### src/rtl/des_pkg.sv
`default_nettype none
// ----------------------------------------------------------------------------
// des_pkg -- DES tables, constants and bit helpers (bit 1 = MSB). Rev 1.0
// ----------------------------------------------------------------------------
package des_pkg;

  localparam int DES_BLOCK_W   = 64;
  localparam int DES_HALF_W    = 32;
  localparam int DES_SUBKEY_W  = 48;
  localparam int DES_NB_ROUNDS = 16;
  localparam int DES_KEYBUS_W  = DES_SUBKEY_W * DES_NB_ROUNDS;
  localparam int DES_UNROLL    = 4;

  typedef enum logic [1:0] {
    ST_IDLE = 2'd0,
    ST_RUN  = 2'd1,
    ST_DONE = 2'd2
  } des_state_e;

  localparam int IP_TBL [64] = '{
    58, 50, 42, 34, 26, 18, 10, 2,  60, 52, 44, 36, 28, 20, 12, 4,
    62, 54, 46, 38, 30, 22, 14, 6,  64, 56, 48, 40, 32, 24, 16, 8,
    57, 49, 41, 33, 25, 17,  9, 1,  59, 51, 43, 35, 27, 19, 11, 3,
    61, 53, 45, 37, 29, 21, 13, 5,  63, 55, 47, 39, 31, 23, 15, 7};

  localparam int FP_TBL [64] = '{
    40, 8, 48, 16, 56, 24, 64, 32,  39, 7, 47, 15, 55, 23, 63, 31,
    38, 6, 46, 14, 54, 22, 62, 30,  37, 5, 45, 13, 53, 21, 61, 29,
    36, 4, 44, 12, 52, 20, 60, 28,  35, 3, 43, 11, 51, 19, 59, 27,
    34, 2, 42, 10, 50, 18, 58, 26,  33, 1, 41,  9, 49, 17, 57, 25};

  localparam int E_TBL [48] = '{
    32,  1,  2,  3,  4,  5,   4,  5,  6,  7,  8,  9,
     8,  9, 10, 11, 12, 13,  12, 13, 14, 15, 16, 17,
    16, 17, 18, 19, 20, 21,  20, 21, 22, 23, 24, 25,
    24, 25, 26, 27, 28, 29,  28, 29, 30, 31, 32,  1};

  localparam int P_TBL [32] = '{
    16,  7, 20, 21, 29, 12, 28, 17,   1, 15, 23, 26,  5, 18, 31, 10,
     2,  8, 24, 14, 32, 27,  3,  9,  19, 13, 30,  6, 22, 11,  4, 25};

  // One 64-nibble row-major table per S-box; entry 0 is the leftmost nibble.
  localparam logic [255:0] SBOX [8] = '{
    256'hE4D12FB83A6C5907_0F74E2D1A6CB9538_41E8D62BFC973A50_FC8249175B3EA06D,
    256'hF18E6B34972DC05A_3D47F28EC01A69B5_0E7BA4D158C6932F_D8A13F42B67C05E9,
    256'hA09E63F51DC7B428_D709346A285ECBF1_D6498F30B12C5AE7_1AD069874FE3B52C,
    256'h7DE3069A1285BC4F_D8B56F03472C1AE9_A690CB7DF13E5284_3F06A1D8945BC72E,
    256'h2C417AB6853FD0E9_EB2C47D150FA3986_421BAD78F9C5630E_B8C71E2D6F09A453,
    256'hC1AF92680D34E75B_AF427C9561DE0B38_9EF528C3704A1DB6_432C95FABE17608D,
    256'h4B2EF08D3C975A61_D0B7491AE35C2F86_14BDC37EAF680592_6BD814A7950FE23C,
    256'hD2846FB1A93E50C7_1FD8A374C56B0E92_7B419CE206ADF358_21E74A8DFC90356B};

  function automatic logic [1:64] des_ip(input logic [1:64] b);
    logic [1:64] o;
    for (int i = 1; i <= 64; i++) o[i] = b[IP_TBL[i-1]];
    return o;
  endfunction

  function automatic logic [1:64] des_fp(input logic [1:64] b);
    logic [1:64] o;
    for (int i = 1; i <= 64; i++) o[i] = b[FP_TBL[i-1]];
    return o;
  endfunction

  function automatic logic [1:32] des_f(input logic [1:32] r, input logic [1:48] k);
    logic [1:48]  x;
    logic [1:32]  s;
    logic [1:32]  o;
    logic [0:5]   b;
    logic [255:0] sel;
    for (int i = 1; i <= 48; i++) x[i] = r[E_TBL[i-1]] ^ k[i];
    for (int n = 0; n < 8; n++) begin
      b   = x[6*n+1 +: 6];
      // outer bits pick the row, inner four the column
      sel = SBOX[n] << {b[0], b[5], b[1:4], 2'b00};
      s[4*n+1 +: 4] = sel[255:252];
    end
    for (int i = 1; i <= 32; i++) o[i] = s[P_TBL[i-1]];
    return o;
  endfunction

  function automatic logic [1:48] des_subkey(input logic [1:768] keys, input int idx);
    logic [9:0] base;
    base = 10'(DES_SUBKEY_W * (idx - 1) + 1);
    return keys[base +: DES_SUBKEY_W];
  endfunction

endpackage
`default_nettype wire

### src/rtl/des_feistel_round.sv
`default_nettype none
// ----------------------------------------------------------------------------
// des_feistel_round -- one combinational DES round: L'=R, R'=L^f(R,K). Rev 1.0
// ----------------------------------------------------------------------------
module des_feistel_round
  import des_pkg::*;
(
  input  logic [1:32] l_i,
  input  logic [1:32] r_i,
  input  logic [1:48] k_i,
  output logic [1:32] l_o,
  output logic [1:32] r_o
);

  assign l_o = r_i;
  assign r_o = l_i ^ des_f(r_i, k_i);

endmodule
`default_nettype wire

### src/rtl/des_decryption_unroll4.sv
`default_nettype none
// ----------------------------------------------------------------------------
// des_decryption_unroll4 -- iterative DES decrypt, 4 rounds/clock. Rev 1.0
// ----------------------------------------------------------------------------
module des_decryption_unroll4
  import des_pkg::*;
(
  input  logic         clk,
  input  logic         rst_n,
  input  logic         start,
  input  logic [1:64]  message,
  input  logic [1:768] round_keys,
  output logic         done,
  output logic [1:64]  result
);

  des_state_e   state_q;
  logic [1:0]   cnt_q;
  logic [1:32]  l_q, r_q;
  logic [1:768] keys_q;
  logic         done_q;
  logic [1:64]  result_q;

  logic [1:48]  rk [0:3];
  logic [1:32]  l1, r1, l2, r2, l3, r3, l4, r4;

  // Keys are walked from K16 downwards: cycle c uses K(16-4c) .. K(13-4c).
  always_comb begin
    for (int j = 0; j < DES_UNROLL; j++) begin
      rk[j] = des_subkey(keys_q, DES_NB_ROUNDS - DES_UNROLL * int'(cnt_q) - j);
    end
  end

  des_feistel_round u_round0 (.l_i(l_q), .r_i(r_q), .k_i(rk[0]), .l_o(l1), .r_o(r1));
  des_feistel_round u_round1 (.l_i(l1),  .r_i(r1),  .k_i(rk[1]), .l_o(l2), .r_o(r2));
  des_feistel_round u_round2 (.l_i(l2),  .r_i(r2),  .k_i(rk[2]), .l_o(l3), .r_o(r3));
  des_feistel_round u_round3 (.l_i(l3),  .r_i(r3),  .k_i(rk[3]), .l_o(l4), .r_o(r4));

  always_ff @(posedge clk) begin
    if (!rst_n) begin
      state_q  <= ST_IDLE;
      cnt_q    <= 2'd0;
      l_q      <= '0;
      r_q      <= '0;
      keys_q   <= '0;
      done_q   <= 1'b0;
      result_q <= '0;
    end else begin
      case (state_q)
        ST_IDLE: begin
          if (start) begin
            keys_q     <= round_keys;
            {l_q, r_q} <= des_ip(message);
            cnt_q      <= 2'd0;
            state_q    <= ST_RUN;
          end
        end
        ST_RUN: begin
          l_q   <= l4;
          r_q   <= r4;
          cnt_q <= cnt_q + 2'd1;
          if (cnt_q == 2'd3) begin
            // halves are swapped back before the final permutation
            result_q <= des_fp({r4, l4});
            done_q   <= 1'b1;
            state_q  <= ST_DONE;
          end
        end
        ST_DONE: begin
          done_q  <= 1'b0;
          state_q <= ST_IDLE;
        end
        default: begin
          done_q  <= 1'b0;
          state_q <= ST_IDLE;
        end
      endcase
    end
  end

  assign done   = done_q;
  assign result = result_q;

endmodule
`default_nettype wire

### config.mk
export PLATFORM = sky130hd
export DESIGN_NAME = des_decryption_unroll4
export DESIGN_NICKNAME = d
export VERILOG_FILES = /design/src/rtl/des_pkg.sv /design/src/rtl/des_feistel_round.sv /design/src/rtl/des_decryption_unroll4.sv
export SDC_FILE = /design/constraint.sdc
export NUM_CORES = 2
export LEC_CHECK = 0
export ABC_CLOCK_PERIOD_IN_PS = 15290
export CAP_MARGIN = 20
export CELL_PAD_IN_SITES_DETAIL_PLACEMENT = 0
export CELL_PAD_IN_SITES_GLOBAL_PLACEMENT = 1
export CORE_MARGIN = 3
export CORE_UTILIZATION = 43
export CTS_CLUSTER_DIAMETER = 30
export DETAILED_ROUTE_END_ITERATION = 10
export PLACE_DENSITY_LB_ADDON = 0.1
export SYNTH_ARGS = -nofsm -noshare
export SYNTH_HDL_FRONTEND = slang
export SYNTH_SLANG_ARGS = --single-unit
### constraint.sdc
create_clock -name clk -period 15.29 [get_ports clk]
set_input_delay 3.058 -clock clk [delete_from_list [all_inputs] [get_ports clk]]
set_output_delay 3.058 -clock clk [all_outputs]
set_load 0.01 [all_outputs]
# Yosys cells after proc, flatten, opt, wreduce, memory -nomap -nowiden
# Index checks and enable logic that the tools add are counted.
[totals] register_bits=901 input_bits=835 output_inout_bits=65
[op_classes] n_addsub=12 mul=4 eq_ne=4 shifts=36 mux=11 n_bitwise=201 reduce_logical=7
[ops] op="left shift 256 x 8 -> 256 bit (first input constant)" n=20
[ops] op="variable part select 768 x 11 -> 770 bit" n=4
[ops] op="left shift 255 x 8 -> 256 bit (first input constant)" n=8
[ops] op="left shift 254 x 8 -> 256 bit (first input constant)" n=4
[ops] op="bitwise XOR 1 bit" n=192
[ops] op="case mux 32 bit (2 select lines)" n=2
[ops] op="bitwise XOR 32 bit" n=4
[ops] op="multiplier 3 x 32 -> 6 bit (first input constant)" n=3
[ops] op="two-way mux 32 bit" n=2
[ops] op="subtractor 32 x 2 -> 32 bit (second input constant)" n=2
[ops] op="inverter 10 -> 11 bit" n=4
[ops] op="adder 10 x 2 -> 10 bit (second input constant)" n=4
[ops] op="subtractor 6 x 3 -> 7 bit (second input constant)" n=2
[ops] op="AND reduction 2 bit" n=5
[ops] op="multiplier 3 x 8 -> 6 bit (first input constant)" n=1
[ops] op="case mux 2 bit (2 select lines)" n=2
[ops] op="subtractor 7 x 2 -> 8 bit (second input constant)" n=1
[ops] op="subtractor 6 x 2 -> 7 bit (second input constant)" n=1
[ops] op="two-way mux 2 bit" n=3
[ops] op="subtractor 5 x 4 -> 6 bit (first input constant)" n=1
[ops] op="!= test 2 bit (second input constant)" n=2
[ops] op="adder 2 x 1 -> 2 bit (second input constant)" n=1
[ops] op="equality test 2 x 1 -> 1 bit (second input constant)" n=1
[ops] op="equality test 2 bit (second input constant)" n=1
[ops] op="5 further kinds" n=5

# Longest topological paths before layout
[logic_depth] word_depth=19 depth_mapped=63

# Hierarchy
# Synthesis repeated with hierarchy kept, for this count alone.
[unflattened] cells_unflattened=8137 area_unflattened_um2=71319.7
[modules_own_cells] module="des_decryption_unroll4" n_inst=1 cells_per_inst=5132 area_per_inst_um2=48291.3
[modules_own_cells] module="des_feistel_round at u_round0 ..." n_inst=3 cells_per_inst=750 area_per_inst_um2=5781.8
[modules_own_cells] module="des_feistel_round at u_round3" n_inst=1 cells_per_inst=755 area_per_inst_um2=5683.0

# Worst setup path after synthesis
# No wires, ideal clock.
[synth_path] path_kind="register to register" from="reg cnt_q[0]" to="reg result_q, in the netlist result[44]" setup_time_ns=0.120 arrival_time_ns=13.747 required_ns=15.170 slack_ns=1.423 path_stages_with_launch=60 n_path_buf=21 synth_period_minus_slack_ns=13.867 cell_sequence="dfxtp_1 > buf_6 > buf_6 > buf_8 > buf_8 > buf_12 > inv_1 > clkbuf_1 > clkbuf_1 > clkbuf_1 > clkbuf_1 > clkbuf_1 > clkbuf_1 > clkbuf_1 > clkbuf_1 > buf_1 > ha_1 > buf_2 > (+24 left out) > nor2_1 > inv_1 > ha_1 > nor2_1 > mux2i_1 > mux4_2 > nor2_1 > nor3_1 > xnor2_1 > clkbuf_1 > ha_1 > inv_1 > nor3_1 > a21oi_1 > or3b_1 > o211a_1 > o2111a_1 > a211o_1"
[synth_via] elab_chain_len=18
[synth_lines] item="start: declaration" line_no="des_decryption_unroll4.sv:18" rtl="logic [1:0] cnt_q;"
[synth_lines] item="start signal: assignment" line_no="des_decryption_unroll4.sv:61" rtl="cnt_q <= cnt_q + 2'd1;"
[synth_lines] item="subtractor 5 x 4 -> 6 bit" line_no="des_decryption_unroll4.sv:30" rtl="rk[j] = des_subkey(keys_q, DES_NB_ROUNDS - DES_UNROLL * int'(cnt_q) - j);"
[synth_lines] item="subtractor 6 x 2 -> 7 bit" line_no="des_pkg.sv:84, des_decryption_unroll4.sv:30"
[synth_lines] item="multiplier 3 x 32 -> 6 bit" line_no="des_pkg.sv:84" rtl="base = 10'(DES_SUBKEY_W * (idx - 1) + 1);"
[synth_lines] item="adder 10 x 2 -> 10 bit" line_no="des_pkg.sv:84"
[synth_lines] item="inverter 10 -> 11 bit (implied by the code)" line_no="des_pkg.sv:85" rtl="return keys[base +: DES_SUBKEY_W];"
[synth_lines] item="variable part select 768 x 11 -> 770 bit" line_no="des_pkg.sv:85"
[synth_lines] item="bitwise XOR 1 bit" line_no="des_pkg.sv:71" rtl="for (int i = 1; i <= 48; i++) x[i] = r[E_TBL[i-1]] ^ k[i];"
[synth_lines] item="left shift 256 x 8 -> 256 bit (tied with other cells)" line_no="des_pkg.sv:75" rtl="sel = SBOX[n] << {b[0], b[5], b[1:4], 2'b00};"
[synth_lines] item="(+2 left out)"
[synth_lines] item="left shift 255 x 8 -> 256 bit (tied with other cells)" line_no="des_pkg.sv:75"
[synth_lines] item="bitwise XOR 32 bit" line_no="des_feistel_round.sv:16" rtl="assign r_o = l_i ^ des_f(r_i, k_i);"
[synth_lines] item="bitwise XOR 1 bit" line_no="des_pkg.sv:71"
[synth_lines] item="left shift 256 x 8 -> 256 bit (tied with other cells)" line_no="des_pkg.sv:75"
[synth_lines] item="bitwise XOR 32 bit" line_no="des_feistel_round.sv:16"
[synth_lines] item="bitwise XOR 1 bit" line_no="des_pkg.sv:71"
[synth_lines] item="left shift 256 x 8 -> 256 bit" line_no="des_pkg.sv:75"
[synth_lines] item="bitwise XOR 32 bit" line_no="des_feistel_round.sv:16"
[synth_lines] item="end signal: assignment" line_no="des_decryption_unroll4.sv:64" rtl="result_q <= des_fp({r4, l4});"
[synth_lines] item="end: declaration" line_no="des_decryption_unroll4.sv:22" rtl="logic [1:64] result_q;"
# Several ways; a longest one is shown, not always the timed one.
# A chain may end at the register's enable or synchronous reset.

# Worst setup path after layout
[layout_path] from="reg cnt_q[0]" to="reg r_q[23] in the netlist's numbering"
[layout_via] elab_chain_len=19
[layout_lines] item="subtractor 5 x 4 -> 6 bit *" line_no="des_decryption_unroll4.sv:30"
[layout_lines] item="subtractor 6 x 2 -> 7 bit" line_no="des_pkg.sv:84, des_decryption_unroll4.sv:30"
[layout_lines] item="multiplier 3 x 32 -> 6 bit" line_no="des_pkg.sv:84"
[layout_lines] item="adder 10 x 2 -> 10 bit" line_no="des_pkg.sv:84"
[layout_lines] item="inverter 10 -> 11 bit (implied by the code)" line_no="des_pkg.sv:85"
[layout_lines] item="variable part select 768 x 11 -> 770 bit" line_no="des_pkg.sv:85"
[layout_lines] item="bitwise XOR 1 bit" line_no="des_pkg.sv:71"
[layout_lines] item="left shift 255 x 8 -> 256 bit (tied with other cells)" line_no="des_pkg.sv:75"
[layout_lines] item="(+3 left out)"
[layout_lines] item="bitwise XOR 32 bit" line_no="des_feistel_round.sv:16"
[layout_lines] item="bitwise XOR 1 bit" line_no="des_pkg.sv:71"
[layout_lines] item="left shift 256 x 8 -> 256 bit (tied with other cells)" line_no="des_pkg.sv:75"
[layout_lines] item="bitwise XOR 32 bit" line_no="des_feistel_round.sv:16"
[layout_lines] item="bitwise XOR 1 bit" line_no="des_pkg.sv:71"
[layout_lines] item="left shift 256 x 8 -> 256 bit" line_no="des_pkg.sv:75"
[layout_lines] item="bitwise XOR 32 bit *" line_no="des_feistel_round.sv:16"
[layout_lines] item="case mux 32 bit (2 select lines) *" line_no="des_decryption_unroll4.sv:49" rtl="case (state_q)"
[layout_lines] item="end signal: assignment" line_no="des_decryption_unroll4.sv:53" rtl="{l_q, r_q} <= des_ip(message);"
[layout_lines] item="end signal: assignment" line_no="des_decryption_unroll4.sv:60" rtl="r_q <= r4;"
[layout_lines] item="end: declaration" line_no="des_decryption_unroll4.sv:19" rtl="logic [1:32] l_q, r_q;"
# Mark *: on every way between the ends. The rest lies on a longest branch, timed or not.

==> results.md <==
- Hpwl dp: 309 mm
- Fin Clk Skew: 71.7 ps
- TritonCTS clock tree: yes
- Worst-Skew Late Latency: 890 ps
- HP Class: reg -> reg
- Num rows: 153
- Post-Syn Area: 0.0754 mm2
- Rel. slew slack: 4.93%
- Drt wl/cell: 31.0 um
- Min Clock Period, post-route: 13,480 ps
- Status: completed
- Postcts setup bufs: 0
- CP Max Fanout: 48
- Fin crit share: 88.2%
- Syn Nets: 10,600
- Fin. Hold Viols: 0
- Num ports: 900
- Worst-path clk slew: 50 ps
- Starting density of the core: 43.3%
- Antenna viol nets, final: 0
- Arrival time worst endpoint: 14,290 ps
- DIE HEIGHT: 425 um
- Max Clock Freq: 0.0742 GHz
- FF-to-FF setup slack: 1810 ps
- Post-synth ARST share: 0%
- Mapped Cells: 9,570
- Resized cells post-CTS: 0
- Multi-input logic area: 0.0537 mm2
- Critical Path Source Type: flip-flop
- Max cap viols: 0
- Final setup vio count: 0
- Initial antenna violation count: 27
- Final wirelength: 394 mm
- GP Congestion: 1.07
- Layout cells sized above 1: 11.9%
- Seq/Total Area, Yosys: 23.9%
- Critical path class: reg -> reg
- Initial DRC count: 11,900
- Num CTS Buffers: 220
- Post-CTS Hold Buffers: 0
- Pin count of the biggest net entering global routing: 209
- Htree depth: 4
- Number of synthesized flops with an enable pin: 0
- Synthesized flop and latch total: 901
- Synth Warn #: 0
- Buffer depth of the longest clock path: 3
- Core outline area: 0.174 mm2
- RSZ-0062 raised after global routing: false
- Die span in x: 425 um
- Clock Sinks: 901
- Port Buf Inserts: 899
- GR Util All Layers: 41.5%
- Gr ovfl total: 0
- First-pass iteration count of the detailed router: 6
- Clk root buf: clkbuf_16
- Slowest-stage cell, CP: ha_4
- Vias post-DR: 83,600
- CP required: 16,100 ps
- Number of global-route vias before repair: 76,100
- DR vias/cell: 6.58
- Final net count: 11,200
- Die area: 0.181 mm2
- Slew Limit Fails: 0
- Area grow syn2layout: 25.2%
- CP max stage delay: 830 ps
- Global-route wire length before repair: 550 mm
- CP most frequent cell: ha_1
- Post-route setup TNS: 0 ps
- Netlist cell types: 132
- Fill cell count: 16,300
- Area occupied by registers: 0.0180 mm2
- Avg Cell Area, Syn: 7.88 um2
- DRC viols: 0
- Critical path capture point type: flip-flop
- Worst slew pin tran: 1430 ps
- Post-synth top flop: dfxtp_1
state kept, by name (all words and copies together) (netlist names):
| signal | count |
|---|---|
| l_q | 32 |
| result | 64 |
| keys_q | 768 |
| done | 1 |
| cnt_q | 2 |
| r_q | 32 |
| state_q | 2 |
kinds of logic (layout without fill, tap and decap cells):
family	after synthesis	count (layout)	share of synthesized area (%)
buffers and inverters	938	1721	5.19
AO/OA/AOI/OAI	2741	2741	23.7
adder cells (fa/ha/maj)	230	230	3.81
multiplexers	875	875	17.4
flip-flops	901	901	23.9
AND/OR/NAND/NOR	3503	3503	20.5
XOR/XNOR	382	382	5.49
other	0	21	0
final timing paths:
kind	start	end	depth (start not counted)
worst max register to register	cnt_q[0]	r_q[23]	37
worst max-delay path	cnt_q[0]	r_q[23]	37
worst min register to register	keys_q[254]	keys_q[254]	2
worst min-delay path	keys_q[254]	keys_q[254]	2
final cells by class:
type,instances,area share [%]
antenna,21,0.0556
sequential,901,19.1
timing repair buffer,1120,11.4
clock buffer,272,6.41
clock inverter,145,2.38
inverter,184,0.751
tap,2325,3.08
multi-input combinational,7731,56.8
Yosys cell counts (160+ instances only):
| cell | n | area (um2) |
|---|---|---|
| a21oi_1 | 1180 | 5910 |
| clkbuf_1 | 517 | 1940 |
| dfxtp_1 | 901 | 18000 |
| ha_1 | 228 | 2850 |
| inv_1 | 160 | 601 |
| mux2i_1 | 464 | 4640 |
| mux4_2 | 343 | 7720 |
| nand2_1 | 2016 | 7570 |
| nand3_1 | 224 | 1120 |
| nor2_1 | 458 | 1720 |
| nor3_1 | 234 | 1170 |
| o21ai_0 | 274 | 1370 |
| xnor2_1 | 204 | 1790 |
layer usage:
layer  track usage (%)  vias to the layer above  routed length, um
li1                  -                    36500                  -
met1              54.9                    40900             156000
met3              10.3                      963              41800
met5                 0                        -                 82
met2              59.1                     5256             163000
met4              29.2                       12              32900
layout by cell type (no fill, tap or decap), types with 44 or more instances in the layout:
cell             synthesis  layout
a211oi_1               137     137
a21o_1                  53      52
a21oi_1               1180    1179
a31oi_1                 68      68
and2_1                  58      56
and3_1                  91      91
buf_4                   19     206
bufinv_16                0      44
clkbuf_16                0     222
clkdlybuf4s50_1          0     898
dfxtp_1                901     900
ha_1                   228     225
inv_1                  160     159
mux2_2                  67      67
mux2i_1                464     463
mux4_2                 343     343
nand2_1               2016    2013
nand3_1                224     224
nand4_1                 69      69
nor2_1                 458     456
nor3_1                 234     233
nor4_1                  74      73
o2111ai_1               54      54
o211ai_1               137     137
o21ai_0                274     263
o22ai_1                109     109
o31ai_1                 46      46
or3_1                   70      70
xnor2_1                204     200
xor2_1                 108     108
metrics by stage:
stage	cell area, um2	hold WS (ps)	utilization (%)	instances	worst slack (ps)
CTS	94300	453	54.1	12700	2080
finish	94500	449	54.2	12700	1810
global placement	86000	441	49.4	12200	2090
floorplan	75400	432	-	9570	1420
detailed placement	86000	447	49.4	12300	2040
global route	94500	467	54.2	12700	954
critical path, delay by kind of cell (launching register included):
| kind | cells | cell delay (ps) |
|---|---|---|
| DFF | 1 | 740 |
| buffers and inverters | 5 | 1260 |
| AOI/OAI and AO/OA | 12 | 3610 |
| xor gates and xnor gates | 4 | 2010 |
| adders and majority gates | 5 | 2450 |
| muxes | 1 | 240 |
| and+or+nand+nor | 10 | 3020 |
Power is left out: the tool's default activity adds up to more than one toggle a clock period on the data nets, which glitch-free logic cannot reach.
